$ cat config.mk
export PLATFORM = sky130hd
export DESIGN_NAME = div_pipe
export DESIGN_NICKNAME = d
export VERILOG_FILES = /design/src/rtl/div_pipe.sv
export SDC_FILE = /design/constraint.sdc
export NUM_CORES = 1
export LEC_CHECK = 0
export BUFFER_PORTS_ARGS = -buffer_cell sky130_fd_sc_hd__clkbuf_2
export CAP_MARGIN = 30
export CORE_ASPECT_RATIO = 1.2
export CORE_MARGIN = 3
export CORE_UTILIZATION = 62
export DETAILED_ROUTE_END_ITERATION = 7
export PLACE_DENSITY_LB_ADDON = 0.15
export SYNTH_ARGS = -nofsm -noshare
export SYNTH_HDL_FRONTEND = slang
export SYNTH_SLANG_ARGS = --single-unit
$ cat constraint.sdc
create_clock -name clk -period 3.35 [get_ports clk]
set_input_delay 1.005 -clock clk [delete_from_list [all_inputs] [get_ports clk]]
set_output_delay 1.005 -clock clk [all_outputs]
set_load 0.02 [all_outputs]
$ cat src/rtl/div_pipe.sv
// div_pipe: fully pipelined restoring divider, M-bit dividend by N-bit divisor.
// Latency M+2 cycles, one operand pair accepted per cycle.
// Valid-only flow: there is no backpressure, so every accepted sample emerges.
//
// Ports:
//   clk, rst                        clock and synchronous active-high reset
//   div_in_valid/a/b                operand pair (dividend M bits, divisor N bits)
//   div_out_valid/quot/rem/zero     result, with a flag set when the divisor was zero
//
// Configuration macro: DIV_PIPE_UNSIGNED_EN
//   defined   -> operands and results are unsigned
//   undefined -> two's complement (quotient truncates toward zero, remainder
//                takes the sign of the dividend)
//
// Pipeline layout:
//   stage 0      operand magnitudes, signs and the divide-by-zero flag
//   stages 1..M  one quotient bit per stage, MSB first
//   output       sign correction and the output registers
module div_pipe #(
  parameter int M = 8,
  parameter int N = 4
) (
  input  logic         clk,
  input  logic         rst,
  input  logic         div_in_valid,
  input  logic [M-1:0] div_in_a,
  input  logic [N-1:0] div_in_b,
  output logic         div_out_valid,
  output logic [M-1:0] div_out_quot,
  output logic [N-1:0] div_out_rem,
  output logic         div_out_zero
);

  // Per-stage valid bits; vld[k] qualifies the data held in stage k.
  logic [M:0] vld;

  // Per-stage data.
  // dq holds the dividend bits still to be consumed in its upper part and the
  // quotient bits already resolved in its lower part. Each stage shifts one
  // dividend bit out of the top and one quotient bit in at the bottom.
  logic [N-1:0] pr_q [0:M];  // partial remainder, always < |b|
  logic [M-1:0] dq_q [0:M];  // dividend / quotient shift register
  logic [N-1:0] b_q  [0:M];  // divisor magnitude
  logic [M:0]   bz_q;        // divisor was zero
`ifndef DIV_PIPE_UNSIGNED_EN
  logic [M:0]   sa_q;        // sign of the dividend
  logic [M:0]   sb_q;        // sign of the divisor
`endif

  // Stage 0 operand conditioning.
  logic [M-1:0] abs_a;
  logic [N-1:0] abs_b;
`ifndef DIV_PIPE_UNSIGNED_EN
  logic         sign_a;
  logic         sign_b;
`endif

  always_comb begin
`ifdef DIV_PIPE_UNSIGNED_EN
    abs_a = div_in_a;
    abs_b = div_in_b;
`else
    sign_a = div_in_a[M-1];
    sign_b = div_in_b[N-1];
    // Negating the most negative value wraps back to itself, which read as
    // unsigned is exactly the wanted magnitude 2^(width-1).
    abs_a  = sign_a ? (~div_in_a + 1'b1) : div_in_a;
    abs_b  = sign_b ? (~div_in_b + 1'b1) : div_in_b;
`endif
  end

  // One restoring step.
  // The shifted remainder needs N+1 bits, because the partial remainder can be
  // as large as |b|-1 <= 2^N - 2 before the shift. After an optional
  // subtraction the result is < |b|, so it fits back into N bits. That is why
  // a modular N-bit subtract is exact here.
  function automatic logic [N+M-1:0] div_step(
    input logic [N-1:0] pr,
    input logic [M-1:0] dq,
    input logic [N-1:0] b
  );
    logic [N:0]   sh;
    logic [N-1:0] diff;
    logic         ge;
    sh   = {pr, dq[M-1]};
    ge   = (sh >= {1'b0, b});
    diff = sh[N-1:0] - b;
    return {(ge ? diff : sh[N-1:0]), dq[M-2:0], ge};
  endfunction

  // Valid chain and output registers: reset clears everything that is visible.
  // While rst is high no new valid enters, so a simultaneous input is dropped.
  logic [M-1:0] quot_mag;
  logic [N-1:0] rem_mag;
  logic [M-1:0] quot_fin;
  logic [N-1:0] rem_fin;

  always_comb begin
    quot_mag = dq_q[M];
    rem_mag  = pr_q[M];
`ifdef DIV_PIPE_UNSIGNED_EN
    quot_fin = quot_mag;
    rem_fin  = rem_mag;
`else
    // -2^(M-1) / -1 gives magnitude 2^(M-1) with no negation. This wraps
    // naturally to -2^(M-1) in M bits.
    quot_fin = (sa_q[M] ^ sb_q[M]) ? (~quot_mag + 1'b1) : quot_mag;
    rem_fin  = sa_q[M] ? (~rem_mag + 1'b1) : rem_mag;
`endif
    // Divide by zero has a fixed result pattern regardless of the datapath.
    if (bz_q[M]) begin
      quot_fin = '1;
      rem_fin  = '0;
    end
  end

  always_ff @(posedge clk) begin
    if (rst) begin
      vld           <= '0;
      div_out_valid <= 1'b0;
      div_out_quot  <= '0;
      div_out_rem   <= '0;
      div_out_zero  <= 1'b0;
    end else begin
      vld           <= {vld[M-1:0], div_in_valid};
      div_out_valid <= vld[M];
      if (vld[M]) begin
        div_out_quot <= quot_fin;
        div_out_rem  <= rem_fin;
        div_out_zero <= bz_q[M];
      end
    end
  end

  // Datapath registers.
  // These are not reset. They load only behind a valid, and any stale
  // contents are never qualified by a valid bit.
  always_ff @(posedge clk) begin
    if (div_in_valid) begin
      pr_q[0] <= '0;
      dq_q[0] <= abs_a;
      b_q[0]  <= abs_b;
      bz_q[0] <= (div_in_b == '0);
`ifndef DIV_PIPE_UNSIGNED_EN
      sa_q[0] <= sign_a;
      sb_q[0] <= sign_b;
`endif
    end
    for (int k = 1; k <= M; k++) begin
      if (vld[k-1]) begin
        {pr_q[k], dq_q[k]} <= div_step(pr_q[k-1], dq_q[k-1], b_q[k-1]);
        b_q[k]  <= b_q[k-1];
        bz_q[k] <= bz_q[k-1];
`ifndef DIV_PIPE_UNSIGNED_EN
        sa_q[k] <= sa_q[k-1];
        sb_q[k] <= sb_q[k-1];
`endif
      end
    end
  end

endmodule

==> impl_metrics.csv <==
group,metric,value,unit
run_status,status,"completed",
finish,nNetsFinal,581,
sta,fin_crit_sh,61.3,%
routing,firstDrtPassIters,6,
clock_tree,cts_tree,"done",
routing,drt_iter0_drc,177,
sta,worst_pin_slew,0.887,ns
critical_path,crit_arrival,2.22,ns
power,p_int,3.77,mW
sta,slew_viol_final,0,
synthesis,synth-seq-cells,186,
routing,routed_wl,11000,um
floorplan,core_area,11700,um2
floorplan,initial_core_util,64.6,%
clock_tree,clock_latency,0.42,ns
routing,ant_nets,0,
power,clkPwrFrac,41.9,%
place,gp_congestion,0.853,
finish,drive_gt1_share,14.7,%
power,power.leakage,3.14,nW
finish,multi_input_area,2000,um2
finish,register_area,5360,um2
global_route,grt_use_total,17.9,%
synthesis,syn_nets,537,
synthesis,ys_async_sr_fraction,0,%
critical_path,r2r_setup_slack,1.30,ns
power,swShare,19.7,%
floorplan,die_y,127,um
sta,layout_setup_ws,1.30,ns
clock_tree,clkTransAtPathRegs,0.07,ns
critical_path,slowest_stage,"edfxtp_1",
clock_tree,cts_hold_buf,0,
place,io_buffer_count,28,
critical_path,critPathRequiredTime,3.52,ns
floorplan,rows,43,
power,p_comb_share,2.9,%
power,ir_drop,0.345,mV
global_route,grt.overflow.total,0,
power,pwr-share-seq,55.2,%
clock_tree,cts_inserted_buffers,17,
clock_tree,clock_sinks,186,
clock_tree,cts_htree_levels,4,
clock_tree,postCtsSetupBuffers,0,
routing,vias,3864,
sta,grt_setup_unrepaired,"no",
finish,diodes,0,
clock_tree,clockBufferDepth,2,
finish,final_cell_mix,"163 x edfxtp_1, 55 x inv_1, 34 x ha_1, 28 x clkbuf_2, 23 x dfxtp_1",
synthesis,yosys_warnings,0,
global_route,grt_max_degree,25,
synthesis,synth.avg_cell_area,15.7,um2
finish,area_growth,12.1,%
place,post-dp-hpwl,8020,um
sta,setup-violations-final,0,
floorplan,fp.dieW,107,um
critical_path,cpPeakStageDelay,0.40,ns
routing,drc,0,
critical_path,critPathCaptureType,"register",
sta,setup-tns-final,0,ns
sta,max-slew-margin-rel,40.8,%
sta,hold_viol_final,0,
routing,wire_per_inst,15.8,um
sta,fin_crit,2.05,ns
floorplan,die_area,13600,um2
finish,fillers,760,
synthesis,syn_area,7570,um2
synthesis,ys_types,42,
synthesis,synth_edf_count,163,
critical_path,start_kind,"register",
finish,final_common_cell,"edfxtp_1",
critical_path,critPathKind,"reg -> reg",
sta,fmax,487,MHz
critical_path,ff2ff_path_depth,5,
min_path,hp-class,"reg -> reg",
place,place_ws,1.31,ns
global_route,grt_pass1_wl,18500,um
clock_tree,post_cts_resized,0,
synthesis,synth_flop_cell,"edfxtp_1",
global_route,grt_pass1_vias,4103,
power,power.switching,923,uW
clock_tree,root_buffer,"clkbuf_16",
routing,via_per_inst,5.56,
sta,skew,0.0110,ns
power,p_per_area,553,nW/um2
floorplan,ios,29,
min_path,whs_path_depth,0,
critical_path,crit_path_max_fanout,4,
global_route,antenna_found_initial,0,
synthesis,syn_inst,481,
job,maxCapViolations,0,
power,fin_total_pwr,4.70,mW
synthesis,yosysSeqAreaShare,70.7,%
critical_path,path_cells,"ha_1 -> and2_4 -> a311oi_4 -> o211ai_4 -> mux2_4",
==> cells by family after synthesis <==
logic type / Yosys count / share of synthesized area [%]
xor+xnor: 20 / 2.41
fa+ha+maj: 41 / 7.47
simple gates: 99 / 7.73
compound gates: 54 / 5.55
mux: 23 / 3.25
flops: 186 / 70.7
buf+inv: 58 / 2.89
==> layer usage <==
layer  wire length, um  share of wire [%]  track usage (%)
met1              3690                 34             15.9
met3               299                2.7             4.24
met5                 0                  0                0
met4               351                3.2             10.2
met2              6620                 60             35.4
==> final cells by class <==
| class | instances | share of cell area [%] |
|---|---|---|
| Sequential cell | 186 | 63.1 |
| Multi-Input combinational cell | 237 | 23.6 |
| Clock buffer | 20 | 5.38 |
| Inverter | 55 | 2.43 |
| Tap cell | 157 | 2.31 |
| Timing Repair Buffer | 28 | 1.65 |
| Clock inverter | 12 | 1.61 |
==> synthesized netlist by cell type (4+ instances only) <==
cell | count | area, um2
mux2i_1 | 16 | 160
a211oi_1 | 12 | 90.1
nor4_1 | 5 | 31.3
nand2b_1 | 8 | 50.1
nor4b_1 | 9 | 78.8
inv_1 | 55 | 206
nor2_1 | 21 | 78.8
mux2_2 | 5 | 56.3
nor3_2 | 5 | 50.1
edfxtp_1 | 163 | 4890
o31ai_1 | 4 | 30.0
xnor2_1 | 18 | 158
and4_1 | 5 | 43.8
nand3_1 | 6 | 30.0
nor2b_1 | 17 | 106
o21ai_0 | 14 | 70.1
nand2_1 | 13 | 48.8
ha_1 | 34 | 425
fa_1 | 7 | 140
o211ai_1 | 5 | 37.5
a21oi_1 | 6 | 30.0
dfxtp_1 | 23 | 460
==> metrics by stage <==
step | util [%] | hold WS [ns] | instance area (um2) | std cells
after floorplan | - | 0.400 | 7570 | 481
after global placement | 67.3 | 0.400 | 7900 | 663
after detailed placement | 67.3 | 0.405 | 7900 | 663
after CTS | 72.4 | 0.415 | 8490 | 695
after global routing | 72.4 | 0.423 | 8490 | 695
final | 72.4 | 0.417 | 8490 | 695
==> worst paths after layout <==
kind / from / to
setup / recovery: pr_q[25] / pr_q[22]
hold / removal: dq_q[62] / dq_q[55]
setup reg to reg: pr_q[25] / pr_q[22]
hold reg to reg: dq_q[62] / dq_q[55]
==> power by group through the flow <==
stage	clock network [mW]	registers [mW]	logic (mW)
3_5_place_dp	0	2.64	0.138
5_1_grt	2.10	2.60	0.154
3_3_place_gp	0	2.64	0.129
4_1_cts	2.00	2.59	0.140
2_1_floorplan	0	2.63	0.0964
6_report	1.97	2.59	0.138
==> flip-flops by register name, indices dropped and copies added (netlist names) <==
| name | cells |
|---|---|
| div_out_quot | 8 |
| quot_mag | 8 |
| bz_q | 9 |
| div_out_valid | 1 |
| sb_q | 9 |
| rem_mag | 4 |
| vld | 9 |
| sa_q | 9 |
| pr_q | 28 |
| dq_q | 64 |
| div_out_zero | 1 |
| b_q | 32 |
| div_out_rem | 4 |
==> worst max-delay path: cells and delay by family, from the launching register on <==
family	cells	cell delay, ns
flip-flops	1	0.40
multiplexers	1	0.32
AND/OR/NAND/NOR	1	0.17
AO/OA/AOI/OAI	2	0.56
adder cells (fa/ha/maj)	1	0.36
No activity file was read; power rests on OpenSTA's default activity.
